## config.mk

```make
export PLATFORM = sky130hd
export DESIGN_NAME = dcache_ctrl_flat
export DESIGN_NICKNAME = d
export VERILOG_FILES = /design/src/rtl/dcache_if.sv /design/src/rtl/dcache_ctrl.sv /design/src/flat_wrapper.sv
export SDC_FILE = /design/constraint.sdc
export NUM_CORES = 1
export LEC_CHECK = 0
export CORE_UTILIZATION = 56
export DETAILED_ROUTE_END_ITERATION = 10
export PLACE_DENSITY = 0.8
export REMOVE_ABC_BUFFERS = 1
export SLEW_MARGIN = 20
export SYNTH_ARGS = -nofsm -noshare
export SYNTH_HDL_FRONTEND = slang
export SYNTH_SLANG_ARGS = --single-unit
```

## constraint.sdc

```tcl
create_clock -name clk -period 5.05 [get_ports clk]
set_clock_uncertainty 0.05 [all_clocks]
set_input_delay 0.7575 -clock clk [delete_from_list [all_inputs] [get_ports clk]]
set_output_delay 0.7575 -clock clk [all_outputs]
set_load 0.005 [all_outputs]
```

## src/rtl/dcache_if.sv

```systemverilog
// Bus bundle between the memory-stage requester, the data cache and the line-wide memory port.
interface dcache_if;
  logic         rd_en;
  logic         wr_en;
  logic         byte_en;
  logic [31:0]  addr;
  logic [31:0]  wdata;
  logic [31:0]  rdata;
  logic         dhit;
  logic         mem_req;
  logic         mem_we;
  logic [31:0]  mem_addr;
  logic [127:0] mem_wdata;
  logic [127:0] mem_rdata;
  logic         mem_ack;

  modport master (
    output rd_en, wr_en, byte_en, addr, wdata, mem_rdata, mem_ack,
    input  rdata, dhit, mem_req, mem_we, mem_addr, mem_wdata
  );

  modport slave (
    input  rd_en, wr_en, byte_en, addr, wdata, mem_rdata, mem_ack,
    output rdata, dhit, mem_req, mem_we, mem_addr, mem_wdata
  );
endinterface

```

## src/rtl/dcache_ctrl.sv

```systemverilog
// Direct-mapped, write-back, write-allocate data cache controller with 16-byte lines.
// Misses stall the pipeline through dhit while the line is written back and/or filled.
module dcache_ctrl #(
  parameter int unsigned LINES = 4
) (
  input logic     clk,
  input logic     reset,
  dcache_if.slave bus
);

  localparam int unsigned IDX_W = $clog2(LINES);
  localparam int unsigned TAG_W = 28 - IDX_W;

  typedef enum logic [1:0] {IDLE, WBACK, FILL} stateT;

  stateT        state, stateNext;
  logic [LINES-1:0] valid, dirty;
  logic [TAG_W-1:0] tagMem [LINES];
  logic [127:0]     dataMem [LINES];

  logic         memReq, memReqNext;
  logic         memWe, memWeNext;
  logic [31:0]  memAddr, memAddrNext;
  logic [127:0] memWdata, memWdataNext;

  logic [IDX_W-1:0] idx;
  logic [TAG_W-1:0] tagIn;
  logic [1:0]       wordSel;
  logic             access, hit, fillWe, storeWe;
  logic [31:0]      curWord, storeWord, fillAddr, victimAddr;

  assign idx        = bus.addr[4 +: IDX_W];
  assign tagIn      = bus.addr[31 -: TAG_W];
  assign wordSel    = bus.addr[3:2];
  assign access     = bus.rd_en | bus.wr_en;
  assign hit        = access & valid[idx] & (tagMem[idx] == tagIn);
  assign fillAddr   = {bus.addr[31:4], 4'h0};
  assign victimAddr = {tagMem[idx], idx, 4'h0};
  assign curWord    = dataMem[idx][{wordSel, 5'b0} +: 32];
  assign fillWe     = (state == FILL) & bus.mem_ack;
  assign storeWe    = (state == IDLE) & bus.wr_en & hit;

  assign bus.dhit      = ~access | ((state == IDLE) & hit);
  assign bus.rdata     = curWord;
  assign bus.mem_req   = memReq;
  assign bus.mem_we    = memWe;
  assign bus.mem_addr  = memAddr;
  assign bus.mem_wdata = memWdata;

  // Byte stores land in a big-endian lane: offset 0 is the most significant byte.
  always_comb begin
    storeWord = bus.wdata;
    if (bus.byte_en) begin
      storeWord = curWord;
      storeWord[{~bus.addr[1:0], 3'b0} +: 8] = bus.wdata[7:0];
    end
  end

  always_ff @(posedge clk or negedge reset) begin
    if (!reset) begin
      state    <= IDLE;
      memReq   <= 1'b0;
      memWe    <= 1'b0;
      memAddr  <= 32'h0;
      memWdata <= 128'h0;
    end else begin
      state    <= stateNext;
      memReq   <= memReqNext;
      memWe    <= memWeNext;
      memAddr  <= memAddrNext;
      memWdata <= memWdataNext;
    end
  end

  // Memory request outputs are computed one cycle ahead so they leave the block registered.
  always_comb begin
    stateNext    = state;
    memReqNext   = memReq;
    memWeNext    = memWe;
    memAddrNext  = memAddr;
    memWdataNext = memWdata;
    case (state)
      IDLE: begin
        if (access && !hit) begin
          memReqNext = 1'b1;
          if (valid[idx] && dirty[idx]) begin
            stateNext    = WBACK;
            memWeNext    = 1'b1;
            memAddrNext  = victimAddr;
            memWdataNext = dataMem[idx];
          end else begin
            stateNext   = FILL;
            memWeNext   = 1'b0;
            memAddrNext = fillAddr;
          end
        end
      end
      WBACK: begin
        if (bus.mem_ack) begin
          stateNext   = FILL;
          memWeNext   = 1'b0;
          memAddrNext = fillAddr;
        end
      end
      FILL: begin
        if (bus.mem_ack) begin
          stateNext  = IDLE;
          memReqNext = 1'b0;
          memWeNext  = 1'b0;
        end
      end
      default: begin
        stateNext  = IDLE;
        memReqNext = 1'b0;
        memWeNext  = 1'b0;
      end
    endcase
  end

  always_ff @(posedge clk or negedge reset) begin
    if (!reset) begin
      valid <= '0;
      dirty <= '0;
    end else if (fillWe) begin
      valid[idx] <= 1'b1;
      dirty[idx] <= 1'b0;
    end else if (storeWe) begin
      dirty[idx] <= 1'b1;
    end
  end

  // Tag and data arrays carry no reset; valid bits qualify their contents.
  always_ff @(posedge clk) begin
    if (fillWe) begin
      tagMem[idx]  <= tagIn;
      dataMem[idx] <= bus.mem_rdata;
    end else if (storeWe) begin
      dataMem[idx][{wordSel, 5'b0} +: 32] <= storeWord;
    end
  end

endmodule

```

## src/flat_wrapper.sv

```systemverilog
// flat-port wrapper written by rule: the top's interface ports become plain ports
module dcache_ctrl_flat 
#(
  parameter int unsigned LINES = 4
)
  (clk, reset, bus_rd_en, bus_wr_en, bus_byte_en, bus_addr, bus_wdata, bus_mem_rdata, bus_mem_ack, bus_rdata, bus_dhit, bus_mem_req, bus_mem_we, bus_mem_addr, bus_mem_wdata);
  dcache_if bus_i ();
  input logic clk;
  input logic reset;
  input wire logic [$bits(bus_i.rd_en)-1:0] bus_rd_en;
  input wire logic [$bits(bus_i.wr_en)-1:0] bus_wr_en;
  input wire logic [$bits(bus_i.byte_en)-1:0] bus_byte_en;
  input wire logic [$bits(bus_i.addr)-1:0] bus_addr;
  input wire logic [$bits(bus_i.wdata)-1:0] bus_wdata;
  input wire logic [$bits(bus_i.mem_rdata)-1:0] bus_mem_rdata;
  input wire logic [$bits(bus_i.mem_ack)-1:0] bus_mem_ack;
  output wire logic [$bits(bus_i.rdata)-1:0] bus_rdata;
  output wire logic [$bits(bus_i.dhit)-1:0] bus_dhit;
  output wire logic [$bits(bus_i.mem_req)-1:0] bus_mem_req;
  output wire logic [$bits(bus_i.mem_we)-1:0] bus_mem_we;
  output wire logic [$bits(bus_i.mem_addr)-1:0] bus_mem_addr;
  output wire logic [$bits(bus_i.mem_wdata)-1:0] bus_mem_wdata;
  assign bus_i.rd_en = bus_rd_en;
  assign bus_i.wr_en = bus_wr_en;
  assign bus_i.byte_en = bus_byte_en;
  assign bus_i.addr = bus_addr;
  assign bus_i.wdata = bus_wdata;
  assign bus_i.mem_rdata = bus_mem_rdata;
  assign bus_i.mem_ack = bus_mem_ack;
  assign bus_rdata = bus_i.rdata;
  assign bus_dhit = bus_i.dhit;
  assign bus_mem_req = bus_i.mem_req;
  assign bus_mem_we = bus_i.mem_we;
  assign bus_mem_addr = bus_i.mem_addr;
  assign bus_mem_wdata = bus_i.mem_wdata;
  dcache_ctrl #(.LINES(LINES)) u_core (.clk(clk), .reset(reset), .bus(bus_i));
endmodule
```

==> metrics.md, run 1 <==
| Metric | Value |
|---|---|
| Initial Util | `57.2%` |
| DIE AREA | `0.0590 mm2` |
| Ranking of synthesized cells by instance count | `sky130_fd_sc_hd__edfxtp_1, sky130_fd_sc_hd__nand2_1, sky130_fd_sc_hd__mux4_2` |
| Seq pwr share | `46.0%` |
| Number of flops mapped to enable cells by yosys | `616` |
| Iter 0 DRT Violations | `2266` |
| Area post-placement | `0.0378 mm2` |
| Hold Worst Slack | `0.0861 ns` |
| Biggest fanout along the worst timing path | `46` |
| Worst r2r src | `u_core.tagMem[0][3]$_DFFE_PP_` |
| Minimum clock period | `4.56 ns` |
| Part of the cycle the worst path needs | `90.3%` |
| Fraction of registers with async set/reset | `21.4%` |
| Number of iterations in the first detailed-routing pass | `5` |
| P per Cell Area | `455 mW/mm2` |
| Required time at the worst-slack endpoint | `4.24 ns` |
| Count of standard-cell rows | `87` |
| Status | `complete, no violations` |
| Total leakage power | `14.3 nW` |
| Finished layout cell area | `0.0404 mm2` |
| Final GP Congestion | `0.859` |
| Number of buffers inserted by post-CTS setup repair | `0` |
| Max_cap viols | `0` |
| Maximum level of the CTS H-tree | `3` |
| Setup repair after global routing missed its margin | `no` |
| Total CTS buffers | `79` |
| Clock-pin transition on the worst setup and hold timing paths | `0.06 ns` |
| Width of the chip | `243 um` |
| Number of DRC violations after detailed routing | `0` |
| Final setup violation count | `0` |
| Maximum number of pins on one net before global-route repair | `95` |
| Slack of the worst reg-to-reg path | `1.34 ns` |
| FF-to-FF path depth | `9` |
| Worst setup slack before clock tree synthesis | `0.488 ns` |
| End of the worst register-to-register path | `u_core.bus.mem_wdata[114]$_DFFE_PN0P_` |
| Worst endpoint data arrival time | `3.76 ns` |
| Path category of the worst min-delay check | `input port to asynchronous set/reset pin` |
| HPWL Detailed | `60300 um` |
| Share of layout cells above drive strength 1 | `24.0%` |
| Switching share of power | `25.7%` |
| Total global routing overflow | `0` |
| Number of gates given a new drive strength after cts | `0` |
| Vias in the first global route | `20600` |
| Synth top area share | `56.9%` |
| Nature of the critical path endpoint | `output port` |
| CTS tree | `built` |
| Category of the critical setup timing path | `input port to output port` |
| Count of pins on the block boundary | `393` |
| Psw | `4.72 mW` |
| Routed wire length per instance | `30.1 um` |
| Number of synthesized register bits | `784` |
| Final Instance Count excl. Fillers | `3107` |
| Post-detailed-route via-to-cell ratio | `6.46` |
| Hold_buf cts | `0` |
| Area of the placeable core | `0.0568 mm2` |
| Count of different cell masters after synthesis | `59` |
| Startpoint type of the worst setup path | `input port` |
| Post-layout utilization of the core | `71.1%` |
| Total wire length after detailed routing | `93600 um` |
| Internal portion of total power | `13.7 mW` |
| Routed vias | `20100` |
| Placed Instances | `2957` |
| Root buffer cell | `sky130_fd_sc_hd__clkbuf_16` |
| CTS max path bufs | `3` |
| Area added between synthesis and finish | `24.3%` |
| Total Nets Final | `2493` |
| Post-route antenna net violation count | `0` |
| Count of buffers inserted at the top-level ports | `388` |
| Clock latency reported for the late side of the worst-skew pair | `0.66 ns` |
| Max transition margin | `37.8%` |
| Total global routing track utilization | `32.2%` |
| Fin. max-slew vios | `0` |
| Portion of the post-synthesis area used by sequential elements | `69.8%` |
| Clock sink total | `784` |
| Die Y | `243 um` |
| Filler Cells Inserted | `3509` |
| Top_reg_cell synth | `sky130_fd_sc_hd__edfxtp_1` |
| Count of final hold-check violations | `0` |
| Leading cell types by total area after synthesis | `sky130_fd_sc_hd__edfxtp_1, sky130_fd_sc_hd__dfrtp_1, sky130_fd_sc_hd__mux4_2, sky130_fd_sc_hd__mux2_2, sky130_fd_sc_hd__nand2_1` |
| Most common cell in the netlist | `sky130_fd_sc_hd__edfxtp_1` |
| Post-synthesis instance total | `1860` |
| Highest clock frequency the design can meet | `0.219 GHz` |
| Syn Std Cell Area | `0.0325 mm2` |
| Global-route wire length before repair | `137000 um` |
| Worst Setup Slack, final | `0.487 ns` |
| Mean instance size in the synthesized netlist | `17.5 um2` |
| Worst-margin pin slew | `0.930 ns` |
| Library cell occupying the most area in the post-synthesis netlist | `sky130_fd_sc_hd__edfxtp_1` |
| Maximum vdd drop | `0.000455 V` |
| Number of antenna violations at the first check in global routing | `5` |
| Synthesis warning total | `0` |
| Power share of the combinational group | `21.3%` |
| Share of power burned in the clock network | `32.7%` |
==> layout make-up <==
class / instances / area [um2] / area share, %
inverter: 20 / 75.1 / 0.186
antenna: 2 / 5.00 / 0.0124
multi-input combinational: 951 / 9470 / 23.4
clock inverter: 47 / 517 / 1.28
clock buffer: 101 / 2130 / 5.27
tap: 756 / 946 / 2.34
timing repair buffer: 446 / 4560 / 11.3
sequential: 784 / 22700 / 56.2
==> cells in the final DEF, fill, tap and decap left out, types with 4 or more instances in the layout <==
| master | instances |
|---|---|
| sky130_fd_sc_hd__a21oi_1 | 7 |
| sky130_fd_sc_hd__a21oi_4 | 16 |
| sky130_fd_sc_hd__a22oi_1 | 12 |
| sky130_fd_sc_hd__a31o_2 | 21 |
| sky130_fd_sc_hd__and3_1 | 6 |
| sky130_fd_sc_hd__buf_12 | 19 |
| sky130_fd_sc_hd__buf_4 | 39 |
| sky130_fd_sc_hd__bufinv_16 | 9 |
| sky130_fd_sc_hd__clkbuf_1 | 15 |
| sky130_fd_sc_hd__clkbuf_16 | 79 |
| sky130_fd_sc_hd__clkbuf_8 | 9 |
| sky130_fd_sc_hd__clkdlybuf4s50_1 | 383 |
| sky130_fd_sc_hd__clkinv_1 | 11 |
| sky130_fd_sc_hd__clkinv_2 | 19 |
| sky130_fd_sc_hd__conb_1 | 4 |
| sky130_fd_sc_hd__dfrtp_1 | 168 |
| sky130_fd_sc_hd__edfxtp_1 | 616 |
| sky130_fd_sc_hd__ha_1 | 13 |
| sky130_fd_sc_hd__inv_1 | 16 |
| sky130_fd_sc_hd__inv_6 | 6 |
| sky130_fd_sc_hd__mux2_2 | 135 |
| sky130_fd_sc_hd__mux2i_1 | 49 |
| sky130_fd_sc_hd__mux4_2 | 179 |
| sky130_fd_sc_hd__nand2_1 | 210 |
| sky130_fd_sc_hd__nand3_1 | 4 |
| sky130_fd_sc_hd__nand4_4 | 4 |
| sky130_fd_sc_hd__nor2_1 | 37 |
| sky130_fd_sc_hd__o21ai_0 | 136 |
| sky130_fd_sc_hd__o22ai_1 | 5 |
| sky130_fd_sc_hd__o31ai_1 | 32 |
| sky130_fd_sc_hd__or2_2 | 8 |
| sky130_fd_sc_hd__xnor2_1 | 10 |
| sky130_fd_sc_hd__xor2_1 | 7 |
==> power groups by stage <==
stage	Combinational (mW)	Clock [mW]	Sequential [mW]
global placement	3.82	0	8.53
CTS	3.94	6.03	8.46
global route	4.14	6.30	8.55
finish	3.91	6.01	8.47
detailed placement	3.90	0	8.58
floorplan	1.49	0	8.51
==> through the flow <==
stage                     setup TNS [ns]  total power, mW
after floorplan                  -308.73             10.0
after global placement                 0             12.3
after detailed placement               0             12.5
after CTS                              0             18.4
after global routing                   0             19.0
final                                  0             18.4
==> state kept, by name, summed over array words and instances (netlist names), named ones only <==
name and flops:
u_core.valid 4, u_core.bus.mem_addr 28, u_core.bus.mem_wdata 128, u_core.dataMem 512, u_core.state 2, u_core.bus.mem_req 1
u_core.tagMem 104, u_core.bus.mem_we 1
==> metal layers <==
layer | up-vias | track usage, % | routed length [um]
met1 | 10300 | 43.4 | 34500
met3 | 224 | 7.31 | 10000
met2 | 1359 | 50.8 | 45200
li1 | 8202 | - | -
met5 | - | 0 | 39
met4 | 6 | 14.0 | 3910
==> kinds of logic after synthesis <==
kind of cell,count (synthesis),share of synthesized area (%)
AOI/OAI and AO/OA,250,4.66
xor gates and xnor gates,17,0.458
adders and majority gates,13,0.500
buffers and inverters,128,1.89
DFF,784,69.8
muxes,363,18.6
other,1,0.0115
and+or+nand+nor,304,4.07
==> critical path, stage by stage <==
cell                              delay, ns
sky130_fd_sc_hd__clkbuf_8              0.39
sky130_fd_sc_hd__mux2i_1               0.35
sky130_fd_sc_hd__xnor2_1               0.10
sky130_fd_sc_hd__a2111oi_0             0.39
sky130_fd_sc_hd__o221ai_1              0.27
sky130_fd_sc_hd__or3_1                 0.49
sky130_fd_sc_hd__or2_2                 0.36
sky130_fd_sc_hd__nand2_1               0.11
sky130_fd_sc_hd__clkdlybuf4s50_1       0.51
==> worst max-delay path by stage <==
stage | startpoint | slack (ns) | endpoint | cells after the start
after floorplan | bus_addr[4] | -2.01 | u_core.bus.mem_wdata[0]$_DFFE_PN0P_ | 7
after global placement | bus_addr[5] | 0.52 | bus_dhit | 9
after detailed placement | bus_addr[5] | 0.49 | bus_dhit | 9
after CTS | bus_addr[5] | 0.47 | bus_dhit | 9
after global routing | bus_addr[5] | 0.33 | bus_dhit | 9
final | bus_addr[5] | 0.49 | bus_dhit | 9
Note: power is estimated with default switching activity, not from simulation.
==> inputs of run 2 (changes only) <==
--- a/config.mk
+++ b/config.mk
@@ -6,9 +6,11 @@
 export NUM_CORES = 1
 export LEC_CHECK = 0
 export CORE_UTILIZATION = 56
+export CTS_CLUSTER_SIZE = 25
 export DETAILED_ROUTE_END_ITERATION = 10
 export PLACE_DENSITY = 0.8
 export REMOVE_ABC_BUFFERS = 1
+export SKIP_CTS_REPAIR_TIMING = 1
 export SLEW_MARGIN = 20
 export SYNTH_ARGS = -nofsm -noshare
 export SYNTH_HDL_FRONTEND = slang
==> constraint.sdc (replaced) <==
create_clock -name clk -period 5.05 [get_ports clk]
set_clock_uncertainty 0.05 [all_clocks]
set_input_delay 1.515 -clock clk [delete_from_list [all_inputs] [get_ports clk]]
set_output_delay 1.515 -clock clk [all_outputs]
set_load 0.005 [all_outputs]
==> run 2 against run 1 <==
The run now ends with setup timing left. Worst hold slack better by 0.35 ns. Non-clock buffer count up 156. Sequential cell count unchanged. Core utilization up 3.0 points. Count of clock-buffer cells in the layout up 9. Clock power down 2%. Final area up 4.3%. First-iteration DRC count up 21%. Largest power group unchanged.
==> metrics.md, run 2 (synthesis gave the netlist of run 1 again) <==
| Metric | Value |
|---|---|
| Status | `finished, violations left (was complete, no violations)` |
| Violated checks | `setup timing` |
| Critical-path cell with the highest stage delay | `sky130_fd_sc_hd__mux4_2 (was sky130_fd_sc_hd__clkdlybuf4s50_1)` |
| HPWL Detailed | `62400 um (was 60300 um)` |
| Maximum single-stage delay on the critical path | `0.53 ns (was 0.51 ns)` |
| CTS max path bufs | `3 (unchanged)` |
| Total global routing track utilization | `33.0% (was 32.2%)` |
| Worst-margin pin slew | `0.972 ns (was 0.930 ns)` |
| Finished layout cell area | `0.0421 mm2 (was 0.0404 mm2)` |
| Minimum clock period | `5.33 ns (was 4.56 ns)` |
| Clock latency reported for the late side of the worst-skew pair | `0.64 ns (was 0.66 ns)` |
| Worst Setup Slack, final | `-0.279 ns (was 0.487 ns)` |
| Worst r2r src | `u_core.tagMem[0][3]$_DFFE_PP_ (unchanged)` |
| P per Cell Area | `440 mW/mm2 (was 455 mW/mm2)` |
| Count of final hold-check violations | `0 (unchanged)` |
| Count of standard-cell rows | `87 (unchanged)` |
| Area post-placement | `0.0389 mm2 (was 0.0378 mm2)` |
| Filler Cells Inserted | `3274 (was 3509)` |
| Die Y | `243 um (unchanged)` |
| Cell breakdown of the critical path | `buf_16 -> buf_6 -> buf_16 -> clkbuf_16 -> mux4_2 -> mux4_2 -> clkdlybuf4s50_1 (was clkbuf_8 -> mux2i_1 -> xnor2_1 -> a2111oi_0 -> o221ai_1 -> or3_1 -> or2_2 -> nand2_1 -> clkdlybuf4s50_1)` |
| Startpoint type of the worst setup path | `input port (unchanged)` |
| Routed vias | `21000 (was 20100)` |
| Area of the placeable core | `0.0568 mm2 (unchanged)` |
| Initial Util | `57.2% (unchanged)` |
| Worst path buffer plus inverter count | `5 (was 2)` |
| Post-detailed-route via-to-cell ratio | `6.45 (was 6.46)` |
| Area added between synthesis and finish | `29.6% (was 24.3%)` |
| Count of pins on the block boundary | `393 (unchanged)` |
| Highest clock frequency the design can meet | `0.188 GHz (was 0.219 GHz)` |
| Vias in the first global route | `21300 (was 20600)` |
| Clock-pin transition on the worst setup and hold timing paths | `0.06 ns (about the same)` |
| Total CTS buffers | `78 (was 79)` |
| Total wire length after detailed routing | `98800 um (was 93600 um)` |
| Max transition margin | `35.1% (was 37.8%)` |
| Setup repair after global routing missed its margin | `yes (was no)` |
| Worst endpoint data arrival time | `3.76 ns (about the same)` |
| Worst Min Path Start | `u_core.bus.mem_addr[30]$_DFFE_PN0P_` |
| Total global routing overflow | `0 (unchanged)` |
| Launch point of the critical path | `bus_addr[4] (was bus_addr[5])` |
| Root buffer cell | `sky130_fd_sc_hd__clkbuf_16 (unchanged)` |
| Tot Pwr | `18.6 mW (was 18.4 mW)` |
| Max_cap viols | `0 (unchanged)` |
| Maximum level of the CTS H-tree | `3 (unchanged)` |
| Part of the cycle the worst path needs | `106% (was 90.3%)` |
| Worst setup slack before clock tree synthesis | `-0.787 ns (was 0.488 ns)` |
| Most common library cell in the layout ignoring fill and taps | `sky130_fd_sc_hd__edfxtp_1 (unchanged)` |
| Post-route antenna net violation count | `0 (unchanged)` |
| Category of the critical setup timing path | `input port to output port (unchanged)` |
| Routed wire length per instance | `30.3 um (was 30.1 um)` |
| Maximum vdd drop | `0.000344 V (was 0.000455 V)` |
| Count of buffers inserted at the top-level ports | `388 (unchanged)` |
| Global-route wire length before repair | `141000 um (was 137000 um)` |
| Maximum number of pins on one net before global-route repair | `75 (was 95)` |
| Final setup violation count | `22 (was 0)` |
| Required time at the worst-slack endpoint | `3.49 ns (was 4.24 ns)` |
| Total leakage power | `15.4 nW (was 14.3 nW)` |
| Number of DRC violations after detailed routing | `0 (unchanged)` |
| Biggest fanout along the worst timing path | `10 (was 46)` |
| Most frequent cells in the layout | `sky130_fd_sc_hd__edfxtp_1, sky130_fd_sc_hd__clkdlybuf4s50_1, sky130_fd_sc_hd__nand2_1, sky130_fd_sc_hd__mux4_2, sky130_fd_sc_hd__dfrtp_1 (unchanged)` |
| Width of the chip | `243 um (unchanged)` |
| Final GP Congestion | `0.865 (was 0.859)` |
| Number of antenna violations at the first check in global routing | `3 (was 5)` |
| Iter 0 DRT Violations | `2745 (was 2266)` |
| Share of layout cells above drive strength 1 | `28.5% (was 24.0%)` |
| Flip-flop count of the largest register, all copies and words added | `512 (unchanged)` |
| Top Family by Delay on Critical Path | `buffers and inverters (was simple AND/OR/NAND/NOR gates)` |
| Biggest register | `u_core.dataMem (unchanged)` |
| Number of iterations in the first detailed-routing pass | `7 (was 5)` |
| Total Nets Final | `2648 (was 2493)` |
| Clock sink total | `784 (unchanged)` |
| CTS tree | `built (unchanged)` |
| Nature of the critical path endpoint | `output port (unchanged)` |
| Path category of the worst min-delay check | `flop to flop (was input port to asynchronous set/reset pin)` |
| DIE AREA | `0.0590 mm2 (unchanged)` |
| Fin. max-slew vios | `0 (unchanged)` |
| Post-layout utilization of the core | `74.1% (was 71.1%)` |
## run 2: changes by cell type in the layout (fill, tap and decap cells not counted), sizes merged
cell,before,now
buf,61,213
bufinv,9,6
clkbuf,103,118
clkdlybuf4s50,383,366
clkinv,33,28
clkinvlp,1,4
diode,2,4
dlymetal6s2s,0,15
inv,24,17
## run 2: metal layers
layer  global-route usage [%]  up-vias  part of all wire [%]
met5                        0        -                0.0091
met4                     12.6        2                   4.0
met3                     7.57      250                    11
met2                     53.3     1556                    49
met1                     44.1    10700                    36
li1                         -     8501                     -
## run 2: cell type report
class	count	area [um2]	area share [%]
Inverter	20	75.1	0.178
Clock buffer	110	2280	5.41
Timing Repair Buffer	602	6290	14.9
Clock inverter	35	347	0.823
Sequential cell	784	22700	53.9
Tap cell	756	946	2.25
Multi-Input combinational cell	951	9480	22.5
Antenna cell	4	10.0	0.0238
## run 2: through the flow
step	hold WS, ns	TNS, ns	std cells
global placement	0.415	-18.37	3082
detailed placement	0.423	-18.11	3082
global route	0.454	-4.78	3260
CTS	0.436	-18.36	3227
floorplan	0.406	-794.29	1755
finish	0.432	-3.90	3262
## run 2: power breakdown
| group | internal [mW] | switching, mW | total, mW |
|---|---|---|---|
| Combinational | 2.37 | 1.76 | 4.13 |
| Clock | 3.47 | 2.44 | 5.91 |
| Sequential | 7.98 | 0.540 | 8.52 |
| Total | 13.8 | 4.75 | 18.6 |
## run 2: final timing paths
check                                                         to  slack [ns]  cells after the start
setup / recovery                                   bus_rdata[23]       -0.28                      7
hold / removal               u_core.bus.mem_addr[30]$_DFFE_PN0P_        0.43                      2
hold reg to reg              u_core.bus.mem_addr[30]$_DFFE_PN0P_        0.43                      2
setup reg to reg                 u_core.dataMem[1][19]$_DFFE_PP_        1.47                      9
max in group asynchronous  u_core.bus.mem_wdata[107]$_DFFE_PN0P_        3.17                      2
min in group asynchronous    u_core.bus.mem_wdata[6]$_DFFE_PN0P_        0.85                      1
## run 2: worst register-to-register path: cells and delay by family (launching register included)
family | cells | cell delay, ns
DFF | 1 | 0.38
muxes | 1 | 0.48
and+or+nand+nor | 4 | 0.93
buffers and inverters | 2 | 0.48
AOI/OAI and AO/OA | 2 | 0.96
